## config.mk

```make
export PLATFORM = sky130hd
export DESIGN_NAME = alu_trace_buffer
export DESIGN_NICKNAME = d
export VERILOG_FILES = /design/src/rtl/alu_trace_buffer_pkg.sv /design/src/rtl/alu_trace_buffer_trace_fifo.sv /design/src/rtl/alu_trace_buffer.sv
export SDC_FILE = /design/constraint.sdc
export NUM_CORES = 1
export LEC_CHECK = 0
export ABC_AREA = 1
export CAP_MARGIN = 15
export CELL_PAD_IN_SITES_DETAIL_PLACEMENT = 2
export CELL_PAD_IN_SITES_GLOBAL_PLACEMENT = 2
export CORE_UTILIZATION = 30
export DETAILED_ROUTE_END_ITERATION = 7
export PLACE_DENSITY = 0.6
export SLEW_MARGIN = 30
export SYNTH_ARGS = -nofsm -noshare
export SYNTH_HDL_FRONTEND = slang
export SYNTH_HIERARCHICAL = 1
export SYNTH_SLANG_ARGS = --single-unit
```

## constraint.sdc

```tcl
create_clock -name clk -period 13.1 [get_ports clk]
set_input_delay 1.31 -clock clk [delete_from_list [all_inputs] [get_ports clk]]
set_output_delay 1.31 -clock clk [all_outputs]
set_load 0.02 [all_outputs]
```

## src/rtl/alu_trace_buffer_pkg.sv

```systemverilog
// Shared definitions for the ALU trace buffer: FSM encodings, default widths
// and the capture-length helper.
package alu_trace_pkg;

    localparam int TRACE_DATA_W  = 32;
    localparam int TRACE_STAMP_W = 16;
    localparam int TRACE_ENTRY_W = TRACE_DATA_W + 1 + TRACE_STAMP_W;

    typedef enum logic [1:0] {
        ST_IDLE    = 2'd0,
        ST_ARMED   = 2'd1,
        ST_CAPTURE = 2'd2,
        ST_DONE    = 2'd3
    } state_t;

    // A zero-length capture still records the trigger sample.
    function automatic logic [7:0] cap_len_eff(input logic [7:0] len);
        logic [7:0] res;
        if (len == 8'd0) begin
            res = 8'd1;
        end else begin
            res = len;
        end
        return res;
    endfunction

endpackage

```

## src/rtl/alu_trace_buffer_trace_fifo.sv

```systemverilog
// Synchronous FIFO with a registered head: out_data/out_valid/count all come
// straight from flops and are preloaded with the entry that will be at the head.
module trace_fifo #(
    parameter int WIDTH = 49,
    parameter int DEPTH = 16
) (
    input  logic                       clk,
    input  logic                       rst,
    input  logic                       push,
    input  logic [WIDTH-1:0]           push_data,
    output logic                       out_valid,
    input  logic                       out_ready,
    output logic [WIDTH-1:0]           out_data,
    output logic [$clog2(DEPTH):0]     count,
    output logic                       drop
);

    localparam int AW = $clog2(DEPTH);
    localparam int CW = AW + 1;

    logic [WIDTH-1:0] mem_r [DEPTH];
    logic [AW-1:0]    wr_ptr_r;
    logic [AW-1:0]    rd_ptr_r;
    logic [CW-1:0]    count_r;
    logic [WIDTH-1:0] head_r;
    logic             valid_r;

    logic             pop_s;
    logic             full_s;
    logic             push_ok_s;
    logic [AW-1:0]    rd_nxt_s;
    logic [CW-1:0]    cnt_nxt_s;
    logic [CW-1:0]    remain_s;
    logic [WIDTH-1:0] head_nxt_s;

    assign pop_s     = valid_r & out_ready;
    assign full_s    = (count_r == CW'(DEPTH));
    assign push_ok_s = push & (~full_s | pop_s);
    assign remain_s  = count_r - CW'(pop_s);
    assign cnt_nxt_s = remain_s + CW'(push_ok_s);

    // Next read pointer advances only on an accepted pop.
    always_comb begin
        rd_nxt_s = rd_ptr_r;
        if (pop_s) begin
            rd_nxt_s = rd_ptr_r + AW'(1);
        end else begin
            rd_nxt_s = rd_ptr_r;
        end
    end

    // Head preload: when the FIFO drains to nothing but a push lands, that push
    // becomes the new head directly since it is not yet in mem_r.
    always_comb begin
        head_nxt_s = '0;
        if (cnt_nxt_s == CW'(0)) begin
            head_nxt_s = '0;
        end else if (remain_s == CW'(0)) begin
            head_nxt_s = push_data;
        end else begin
            head_nxt_s = mem_r[rd_nxt_s];
        end
    end

    // Storage array write port.
    always_ff @(posedge clk) begin
        if (push_ok_s) begin
            mem_r[wr_ptr_r] <= push_data;
        end
    end

    // Pointers, occupancy and registered head.
    always_ff @(posedge clk) begin
        if (rst) begin
            wr_ptr_r <= '0;
            rd_ptr_r <= '0;
            count_r  <= '0;
            head_r   <= '0;
            valid_r  <= 1'b0;
        end else begin
            if (push_ok_s) begin
                wr_ptr_r <= wr_ptr_r + AW'(1);
            end
            rd_ptr_r <= rd_nxt_s;
            count_r  <= cnt_nxt_s;
            head_r   <= head_nxt_s;
            valid_r  <= (cnt_nxt_s != CW'(0));
        end
    end

    assign out_valid = valid_r;
    assign out_data  = head_r;
    assign count     = count_r;
    assign drop      = push & full_s & ~pop_s;

endmodule

```

## src/rtl/alu_trace_buffer.sv

```systemverilog
// Debug capture stage: arms, waits for an ALU value/zero trigger, then records
// a run of timestamped ALU results into a FIFO drained over valid/ready.
module alu_trace_buffer
    import alu_trace_pkg::*;
#(
    parameter int DATA_W  = TRACE_DATA_W,
    parameter int DEPTH   = 16,
    parameter int STAMP_W = TRACE_STAMP_W
) (
    input  logic                    clk,
    input  logic                    rst,
    input  logic [DATA_W-1:0]       alu_output,
    input  logic                    zero,
    input  logic                    arm,
    input  logic [DATA_W-1:0]       trig_value,
    input  logic                    trig_on_zero,
    input  logic [7:0]              cap_len,
    output logic                    out_valid,
    input  logic                    out_ready,
    output logic [DATA_W-1:0]       out_data,
    output logic                    out_zero,
    output logic [STAMP_W-1:0]      out_stamp,
    output logic [1:0]              state_o,
    output logic [$clog2(DEPTH):0]  count,
    output logic                    overflow
);

    localparam int ENTRY_W = DATA_W + 1 + STAMP_W;

    state_t             state_r;
    logic [STAMP_W-1:0] stamp_r;
    logic [7:0]         samp_cnt_r;
    logic [7:0]         cap_len_r;
    logic               overflow_r;

    logic               trig_s;
    logic               push_s;
    logic               drop_s;
    logic [STAMP_W-1:0] stamp_inc_s;
    logic [7:0]         len_eff_s;
    logic [ENTRY_W-1:0] fifo_head_s;

    assign trig_s    = (alu_output == trig_value) | (trig_on_zero & zero);
    assign len_eff_s = cap_len_eff(cap_len);

    // Saturating timestamp increment.
    always_comb begin
        stamp_inc_s = stamp_r;
        if (stamp_r == {STAMP_W{1'b1}}) begin
            stamp_inc_s = stamp_r;
        end else begin
            stamp_inc_s = stamp_r + STAMP_W'(1);
        end
    end

    // The trigger cycle itself is captured, then every CAPTURE cycle.
    always_comb begin
        push_s = 1'b0;
        case (state_r)
            ST_ARMED:   push_s = trig_s;
            ST_CAPTURE: push_s = 1'b1;
            default:    push_s = 1'b0;
        endcase
    end

    trace_fifo #(
        .WIDTH (ENTRY_W),
        .DEPTH (DEPTH)
    ) u_fifo (
        .clk       (clk),
        .rst       (rst),
        .push      (push_s),
        .push_data ({alu_output, zero, stamp_r}),
        .out_valid (out_valid),
        .out_ready (out_ready),
        .out_data  (fifo_head_s),
        .count     (count),
        .drop      (drop_s)
    );

    // Capture FSM, timestamp, sample counter and sticky overflow.
    always_ff @(posedge clk) begin
        if (rst) begin
            state_r    <= ST_IDLE;
            stamp_r    <= '0;
            samp_cnt_r <= 8'd0;
            cap_len_r  <= 8'd0;
            overflow_r <= 1'b0;
        end else begin
            if (drop_s) begin
                overflow_r <= 1'b1;
            end
            case (state_r)
                ST_IDLE, ST_DONE: begin
                    // The arm cycle counts as stamp 0, so the first ARMED cycle reads 1.
                    if (arm) begin
                        state_r <= ST_ARMED;
                        stamp_r <= STAMP_W'(1);
                    end
                end
                ST_ARMED: begin
                    stamp_r <= stamp_inc_s;
                    if (trig_s) begin
                        cap_len_r  <= len_eff_s;
                        samp_cnt_r <= 8'd1;
                        state_r    <= (len_eff_s == 8'd1) ? ST_DONE : ST_CAPTURE;
                    end
                end
                ST_CAPTURE: begin
                    stamp_r <= stamp_inc_s;
                    if ((samp_cnt_r + 8'd1) == cap_len_r) begin
                        state_r <= ST_DONE;
                    end else begin
                        samp_cnt_r <= samp_cnt_r + 8'd1;
                    end
                end
                default: begin
                    state_r <= ST_IDLE;
                end
            endcase
        end
    end

    assign out_data  = fifo_head_s[ENTRY_W-1 -: DATA_W];
    assign out_zero  = fifo_head_s[STAMP_W];
    assign out_stamp = fifo_head_s[STAMP_W-1:0];
    assign state_o   = state_r;
    assign overflow  = overflow_r;

endmodule

```

==> metrics.txt, run 1 <==
outcome=finished clean; Die ar.=130500 um^2; Finish-stage setup viols=0; synthesized netlist cell count=3769; DIE HEIGHT=361.2 um; syn nets=3860; PwrDens=199.6 nW/um^2; Max Clock Freq=158.5 MHz; area of the multi-input gates=10970 um^2; final hold violations=0; # hold bufs at CTS=0; fin crit share=48.16%; dpl hpwl=65950 um; FP Rows=131; Placeable Area=127800 um^2; EDFF count, synth=784; Via density=5.002; Routed WL=128700 um; Post-synth top flop=edfxtp_1; slew at the pin closest to its max-slew limit=995.5 ps; CTS Root Cell=clkbuf_16; RSZ-0062 raised after global routing=false; DR WL/cell=23.03 um; Worst-path clk slew=60 ps; drt first pass iters=5; gp weighted congestion=0.7073; Synth area leaders=edfxtp_1 (61%), nand3_1 (11%), nand2_1 (9.6%); DRT antenna net count=0; first-pass GRT wire length=194400 um; WP data required=13400 ps; final routed DRC violation total=0; CTS Buf Count=105; met2 WL=63320 um; CP Data Arrival Time=6610 ps; Relative slew margins=33.63%; final worst-path setup slack=6791 ps; die width=361.2 um; crit-path max FO=26; Starting Density=30.28%; clock tree buffer depth=3; synthesized area=38710 um^2; worst slack, placed=5964 ps; DR top layer=met4; Int Power=5.799 mW; DR vias=27962; later-pin clock latency in the skew report=680 ps; max-cap violations=0; Layout area overhead=17.15%; CTS tree=done; final clock skew=28.73 ps; CP Launch Type=input port; fin crit period=6309 ps; flops & latches, synth=882; Tightest Hold Check Type=reg -> reg; num ports=136; area share of the largest cell type after synthesis=60.82%; Max Slew Vio Count=0; Post-Layout Cell Count=5590; dpl cell area=41830 um^2; Post-CTS Setup Bufs=0; Port Buffers=135; layout cells sized above 1=6.848%; total track usage=19.74%; fill count=13686; Iter 0 DRT Violations=1567; register area=25500 um^2; vias in the first global route=30350; CTS H-tree depth=3; antenna diode instance count=0; Max VDD drop=0.1428 mV; WL met3=3995 um; Netlist cell types=42; Sw Pwr=3.251 mW; final setup TNS=0 ps; largest net degree at the start of global routing=177; Post-CTS Resized=0; placed cells=5394; Overflow after GRT=0; Seq pwr share=36.6%; YS warnings=6; Layout Nets=3930; Post-synth ARST share=0%; Design Area, Final=45350 um^2; number of antenna violations at the first check in global routing=0; Seq/Total Area, Yosys=65.88%; sw frac=35.92%; Crit. End Element=flip-flop; Static Leak=17.79 nW; Comb power frac=30.4%; total power=9.050 mW; clock power share=33.0%; WS Path Type=in -> reg; wl on met1=58930 um; Avg Cell Area, Syn=10.27 um^2; post-synth top area cell=edfxtp_1; Clock Sink Count=882
synthesized netlist by cell type (all sizes together) (2+ instances only):
master,number
clkbuf,67
a31oi,2
xnor2,26
edfxtp,784
nor2,194
nand3,822
o21a,2
xor2,4
nor3,7
nand3b,151
nand4,13
inv,376
nor4,2
ha,13
a21oi,26
or2,3
o21ai,16
buf,155
nand2,1002
dfxtp,98
power groups by stage:
stage | Sequential (mW) | Clock, mW | Combinational (mW)
2_1_floorplan | 3.41 | 0 | 1.72
3_3_place_gp | 3.37 | 0 | 2.76
3_5_place_dp | 3.37 | 0 | 2.81
4_1_cts | 3.32 | 3.08 | 2.83
5_1_grt | 3.32 | 3.17 | 3.09
6_report | 3.31 | 2.99 | 2.75
cell families after synthesis:
kind of cell               synth area share [%]
xor gates and xnor gates                 0.6787
AOI/OAI and AO/OA                        0.7176
buffers and inverters                     6.341
adders and majority gates                0.4202
and+or+nand+nor                           25.96
DFF                                       65.88
critical path, cell delays in order:
cell	delay (ps)
clkdlybuf4s50_1	980
xnor2_1	200
nand2_1	110
nor2_1	160
nand2_1	150
nor2_1	400
nand2_1	360
nand2_1	170
nand2_1	240
a21oi_1	230
inv_1	90
nor2_2	340
nand2_1	330
nor2_4	450
buf_4	420
buf_4	580
path summary, 6_finish.rpt:
| check | from | endpoint | slack, ps | depth (start not counted) |
|---|---|---|---|---|
| hold reg to reg | cap_len_r[2] | cap_len_r[2] | 480 | 2 |
| hold / removal | cap_len_r[2] | cap_len_r[2] | 480 | 2 |
| setup reg to reg | u_fifo/out_valid | u_fifo/out_data[3] | 8610 | 13 |
| setup / recovery | alu_output[0] | u_fifo/mem_r[10][27] | 6790 | 16 |
flip-flops by register name (all words and copies together) (netlist names):
name	flops
u_fifo/wr_ptr_r	4
cap_len_r	8
u_fifo/rd_ptr_r	4
u_fifo/out_data	49
u_fifo/mem_r	784
u_fifo/out_valid	1
samp_cnt_r	8
overflow	1
stamp_r	16
u_fifo/count	5
state_o	2
layout make-up:
type	instances	area share, %
sequential	882	56.24
inverter	377	3.137
multi-input combinational	2288	24.19
tap	1662	4.586
clock buffer	135	6.407
timing repair buffer	185	4.083
clock inverter	61	1.360
through the flow:
step                      util [%]  hold slack (ps)
after global routing         35.47            504.8
after floorplan                  -            444.1
after detailed placement     32.72            470.9
after global placement       32.62            463.8
final                        35.47            475.9
after CTS                    35.47            479.6
placed cells by master (no fill, tap or decap), types with 13 or more instances in the layout:
cell               n
clkdlybuf4s50_1  135
nor2_4            19
nand3b_1         151
nand2_1          993
edfxtp_1         784
buf_4             31
inv_1            371
ha_1              13
dfxtp_1           98
clkbuf_1          18
a21oi_1           25
nand3_1          814
clkinv_1          19
xnor2_1           25
clkinv_2          23
nor2_1           167
o21ai_0           14
clkbuf_16        109
buf_6             14
layer usage:
metal / vias up / GRT usage, %
li1: 12868 / -
met1: 14533 / 25.82
met2: 408 / 34.61
met3: 153 / 2.272
met4: 0 / 4.839
met5: - / 0
(Power assumes the default switching activity.)
==> inputs of run 2 (changes only) <==
- clock period: 13.1 -> 6.2 ns (I/O delays scaled with it)
==> run 2 against run 1 <==
  * Clock power grew 110%
  * Critical endpoint is now u_fifo/mem_r[7][24]
  * Flip-flop and latch count unchanged
  * Die area unchanged
  * Via count rose by 1.1%
  * Count of clock-buffer cells in the layout grew 30
  * Final area rose by 1.2%
  * Routed wire length increased by 3.6%
  * Sequential power rose by 110%
  * Register-to-register slack got worse by 6000 ps
  * Utilization is 0.41 points higher
  * Combinational power is 120% higher
  * Largest power group unchanged
==> metrics.txt, run 2 (synthesis gave the netlist of run 1 again) <==
largest net degree at the start of global routing=182 (+2.8%); layout cells sized above 1=7.822% (+0.97 points); placed cells=5442 (+0.89%); Crit. End Element=flip-flop; fill count=13588 (-0.72%); Relative slew margins=34.98% (+1.4 points); Crit-path slowest cell=clkdlybuf4s50_1; Max Slew Vio Count=0 (unchanged); Port Buffers=135 (unchanged); WP data required=6570 ps (-6830 ps); CP Data Arrival Time=5180 ps (-1430 ps); slew at the pin closest to its max-slew limit=975.3 ps (-20.26 ps); final worst-path setup slack=1391 ps (-5401 ps); worst-path cell chain=clkdlybuf4s50_1 > inv_1 > nand2_1 > nand3_1 > nor2_1 > nand2_1 > nor2_1 > nand2_1 > nand2_1 > nand2_1 > a21oi_1 > inv_1 > nor2_2 > nand2_1 > nor2_4 > buf_12; crit-path max FO=19 (-27%); DRT antenna net count=0 (unchanged); Tightest Hold Check Type=reg -> reg; die width=361.2 um (unchanged); outcome=finished clean; total power=19.19 mW (+110%); Worst Hold Depth=2 (unchanged); CP max stage delay=890 ps (-90 ps); fin crit period=4809 ps; CTS Buf Count=106 (+0.95%); drt first pass iters=5 (unchanged); r2r setup slk=2610 ps (-6000 ps); total track usage=20.45% (+0.72 points); final clock skew=23.63 ps (-5.104 ps); most used cell, CP=nand2_1; DIE HEIGHT=361.2 um (unchanged); Post-Layout Cell Count=5639 (+0.88%); most frequent cells in the layout=nand2_1 (993), nand3_1 (814), edfxtp_1 (784); WHS Endpoint=cap_len_r[2]; Max Clock Freq=207.9 MHz; max reg flops=784 (unchanged); Starting Density=30.28% (unchanged); Post-CTS Setup Bufs=0 (unchanged); commonest non-fill, non-tap cell in the layout=nand2_1; Clock Sink Count=882 (unchanged); CP Launch Type=input port; Routed WL=133400 um (+3.6%); num ports=136 (unchanged); fin crit share=77.57%; Layout area overhead=18.51%; Layout Nets=3979 (+1.2%); dpl hpwl=70620 um (+7.1%); Placeable Area=127800 um^2 (unchanged); Finish-stage setup viols=0 (unchanged); later-pin clock latency in the skew report=700 ps (+20 ps); Post-CTS Resized=0 (unchanged); gp weighted congestion=0.7127 (+0.76%); max-cap violations=0 (unchanged); worst slack, placed=531.3 ps (-5433 ps); DR vias=28272 (+1.1%); vias in the first global route=30801 (+1.5%); final hold violations=0 (unchanged); CTS H-tree depth=3 (unchanged); Iter 0 DRT Violations=1506 (-3.9%); # hold bufs at CTS=0 (unchanged); RSZ-0062 raised after global routing=false; Static Leak=18.07 nW (+1.6%); r2r endpoint=u_fifo/out_data[5]; PwrDens=418.2 nW/um^2 (+110%); FP Rows=131 (unchanged); number of antenna violations at the first check in global routing=1 (+1); first-pass GRT wire length=200100 um (+2.9%); final routed DRC violation total=0 (unchanged); startpoint of the worst register-to-register path=u_fifo/out_valid; HP Start=cap_len_r[2]; CTS tree=done; final setup TNS=0 ps (unchanged); CTS Root Cell=clkbuf_16; Via density=5.014 (+0.23%); Max VDD drop=0.4469 mV (+210%); Top reg by flops=u_fifo/mem_r; Die ar.=130500 um^2 (unchanged); Worst-path clk slew=50 ps (about the same); Reg2Reg Depth=9 (-4); DR WL/cell=23.66 um (+2.7%); clock tree buffer depth=3 (unchanged); Overflow after GRT=0 (unchanged); WS Path Type=in -> reg
==> run 2: cell count changes in the layout (fill, tap and decap cells not counted), sizes merged <==
cell,previous run,this run
buf,50,98
clkbuf,135,165
clkinv,43,24
clkinvlp,6,0
bufinv,12,7
diode,0,1
==> run 2: where the power goes <==
group / internal [mW] / leakage [nW] / total (mW) / switching, mW
Clock: 3.71 / 1.70 / 6.21 / 2.50
Combinational: 1.75 / 8.36 / 5.98 / 4.22
Sequential: 6.79 / 8.01 / 7.00 / 0.210
==> run 2: stage by stage <==
| stage | util [%] | cell area, um^2 | hold WS [ps] |
|---|---|---|---|
| global placement | 33.17 | 42410 | 465.8 |
| detailed placement | 33.19 | 42430 | 473.6 |
| finish | 35.88 | 45880 | 484.6 |
| CTS | 35.88 | 45870 | 487.6 |
| floorplan | - | 38710 | 444.1 |
| global route | 35.88 | 45870 | 503.1 |
==> run 2: worst max-delay path, delay by kind of cell <==
family                 cells  cell delay [ps]
buffers and inverters      4             1330
AO/OA/AOI/OAI              1              210
AND/OR/NAND/NOR           11             2960
==> run 2: worst max-delay path by stage <==
stage              startpoint             endpoint  slack [ps]  cells past startpoint
5_1_grt        alu_output[12]  u_fifo/out_data[12]         960                     24
2_1_floorplan   trig_value[1]  u_fifo/mem_r[11][0]        1650                     14
3_5_place_dp   alu_output[19]  u_fifo/mem_r[7][18]         530                     15
4_1_cts        alu_output[19]  u_fifo/out_data[44]        1270                     23
6_report       alu_output[12]  u_fifo/mem_r[7][24]        1390                     16
3_3_place_gp   alu_output[19]  u_fifo/mem_r[7][32]         610                     15
==> run 2: layout make-up <==
type	count	area [um^2]	area share (%)
inverters	377	1423	3.101
clock buffers	165	3107	6.772
diodes	1	2.502	0.005455
clock inverters	31	339.1	0.7391
repair buffers	233	2441	5.321
multi-input cells	2288	10980	23.93
well taps	1662	2079	4.533
flip-flops and latches	882	25510	55.60
==> run 2: metal layers <==
layer,GRT usage (%),wire [um],vias up
met2,35.12,64230,407
met4,5.023,2961,0
li1,-,-,12961
met1,27.40,62510,14735
met3,2.336,3695,169
met5,0,0,-
==> inputs of run 3 (changes only) <==
- PLACE_DENSITY: 0.6 -> 0.62
- clock period: 6.2 -> 3.92 ns (I/O delays scaled with it)
==> run 3 against run 2 <==
  * Register-to-register slack worse by 1900 ps
  * Power is 60% higher
  * Global-route usage is 0.59 points lower
  * Critical path type unchanged
  * Worst hold slack worse by 120 ps
  * Utilization is 1.0 points higher
  * First-iteration DRC count is 7.8% lower
  * Via count is 0.68% higher
  * Clock skew is 6.0 ps higher
  * Highest routed layer unchanged
  * Die area stayed put
  * Sequential power is 57% higher
  * Count of clock-buffer cells in the layout is 7 lower
==> metrics.txt, run 3 (synthesis gave the netlist of run 1 again) <==
FP Rows=131 (unchanged); max reg flops=784 (unchanged); Max Clock Freq=292.8 MHz; CP max stage delay=560 ps (-330 ps); Hold WS=363.4 ps (-121.2 ps); WS Path Type=in -> reg; commonest non-fill, non-tap cell in the layout=nand2_1; first-pass GRT wire length=196300 um (-1.9%); CP Launch Type=input port; number of antenna violations at the first check in global routing=0 (-1); Post-CTS Setup Bufs=0 (unchanged); most used cell, CP=nand2_1; final core area utilization=36.91% (+1.0 points); Design Area, Final=47190 um^2 (+2.9%); Routed WL=129600 um (-2.8%); fin crit share=87.13%; WP data required=4480 ps (-2090 ps); most frequent cells in the layout=nand2_1 (993), nand3_1 (814), edfxtp_1 (784); Finish-stage setup viols=0 (unchanged); Via density=4.982 (-0.62%); crit-path max FO=9 (-10); met1 Use GR=26.56% (-0.85 points); Crit-path slowest cell=clkdlybuf4s50_1; drt first pass iters=5 (unchanged); Placeable Area=127800 um^2 (unchanged); Tightest Hold Check Type=in -> reg; gp weighted congestion=0.7218 (+1.3%); clock tree buffer depth=3 (unchanged); dpl hpwl=75910 um (+7.5%); CTS tree=done; Overflow after GRT=0 (unchanged); DRT antenna net count=0 (unchanged); final routed DRC violation total=0 (unchanged); Clock Sink Count=882 (unchanged); CTS Buf Count=104 (-1.9%); crit path buf inv count=6 (+2); met2 Use GR=34.07% (-1.0 points); Iter 0 DRT Violations=1389 (-7.8%); Port Buffers=135 (unchanged); Static Leak=18.67 nW (+3.3%); area of the multi-input gates=10970 um^2 (-0.10%); total power=30.79 mW (+60%); Starting Density=30.28% (unchanged); RSZ-0062 raised after global routing=false; largest net degree at the start of global routing=163 (-10%); dpl cell area=43710 um^2 (+3.0%); Worst Hold Depth=3 (+1); CTS H-tree depth=3 (unchanged); total track usage=19.87% (-0.59 points); final hold violations=0 (unchanged); final clock skew=29.61 ps (+5.978 ps); outcome=finished clean; # hold bufs at CTS=0 (unchanged); Crit path max-delay family=simple AND/OR/NAND/NOR gates; Worst-path clk slew=60 ps (about the same); fin crit period=3416 ps; M3 GR Usage=2.164% (-0.17 points); later-pin clock latency in the skew report=690 ps (about the same); num ports=136 (unchanged); layout cells sized above 1=9.556% (+1.7 points); Max VDD drop=0.3470 mV (-22%); Crit. End Element=flip-flop; max-cap violations=0 (unchanged); DR WL/cell=22.69 um (-4.1%); vias in the first global route=31054 (+0.82%); fill count=13613 (+0.18%); Layout Nets=4052 (+1.8%); Reg2Reg Depth=14 (+5); Most Crowded Layer GR=met2; DR vias=28465 (+0.68%); PwrDens=652.4 nW/um^2 (+56%); die width=361.2 um (unchanged); Layout area overhead=21.90%; Relative slew margins=38.47% (+3.5 points); Max Slew Vio Count=0 (unchanged); register area=25500 um^2 (about the same); CTS Root Cell=clkbuf_16; Die ar.=130500 um^2 (unchanged); Top reg by flops=u_fifo/mem_r; DIE HEIGHT=361.2 um (unchanged); slew at the pin closest to its max-slew limit=922.9 ps (-52.36 ps); WP depth=25 (+9); Post-CTS Resized=0 (unchanged); CP Data Arrival Time=3980 ps (-1200 ps)
==> run 3: cell types whose count changed in the layout (fill, tap and decap cells not counted), sizes merged <==
cell	delta
buf	+75
clkbuf	-7
inv	+4
bufinv	+3
clkinv	-2
clkinvlp	+1
==> run 3: final timing paths <==
kind	from	end	slack [ps]
max	alu_output[4]	u_fifo/out_data[15]	500
min	cap_len[0]	cap_len_r[0]	360
max reg2reg	u_fifo/out_valid	u_fifo/out_data[15]	670
min reg2reg	cap_len_r[4]	cap_len_r[4]	480
==> run 3: worst reg2reg max path, cell delays in order (launching register included) <==
cell	delay (ps)
dfxtp_1	520
nand2_2	210
inv_2	230
ha_1	260
ha_1	230
nand2_1	70
nand2_1	60
nand2_1	90
nor2_1	180
nand4_4	520
buf_12	430
nor2_1	150
nor2_1	50
nand2_1	70
inv_1	40
==> run 3: final cells by class <==
type	instances	area share [%]
Timing Repair Buffer	308	7.922
Tap cell	1662	4.407
Multi-Input combinational cell	2288	23.24
Clock buffer	158	6.416
Clock inverter	37	0.9519
Inverter	377	3.009
Sequential cell	882	54.05
Antenna cell	1	0.005303
==> run 3: metal layers <==
metal / part of all wire [%] / wire length (um)
met5: 0 / 0
met4: 2.0 / 2600
met3: 2.9 / 3777
met2: 48 / 62810
met1: 47 / 60420
==> run 3: through the flow <==
step | std cells | setup TNS (ps) | worst slack, ps
after global placement | 5517 | -7676 | -182.4
after floorplan | 3769 | -196180 | -403.8
after CTS | 5712 | 0 | 431.8
after global routing | 5712 | 0 | 83.03
after detailed placement | 5517 | -11520 | -263.9
final | 5713 | 0 | 504.3
==> run 3: power breakdown <==
group,switching [mW],internal (mW)
Combinational,6.67,3.22
Sequential,0.274,10.7
Clock,3.94,5.96
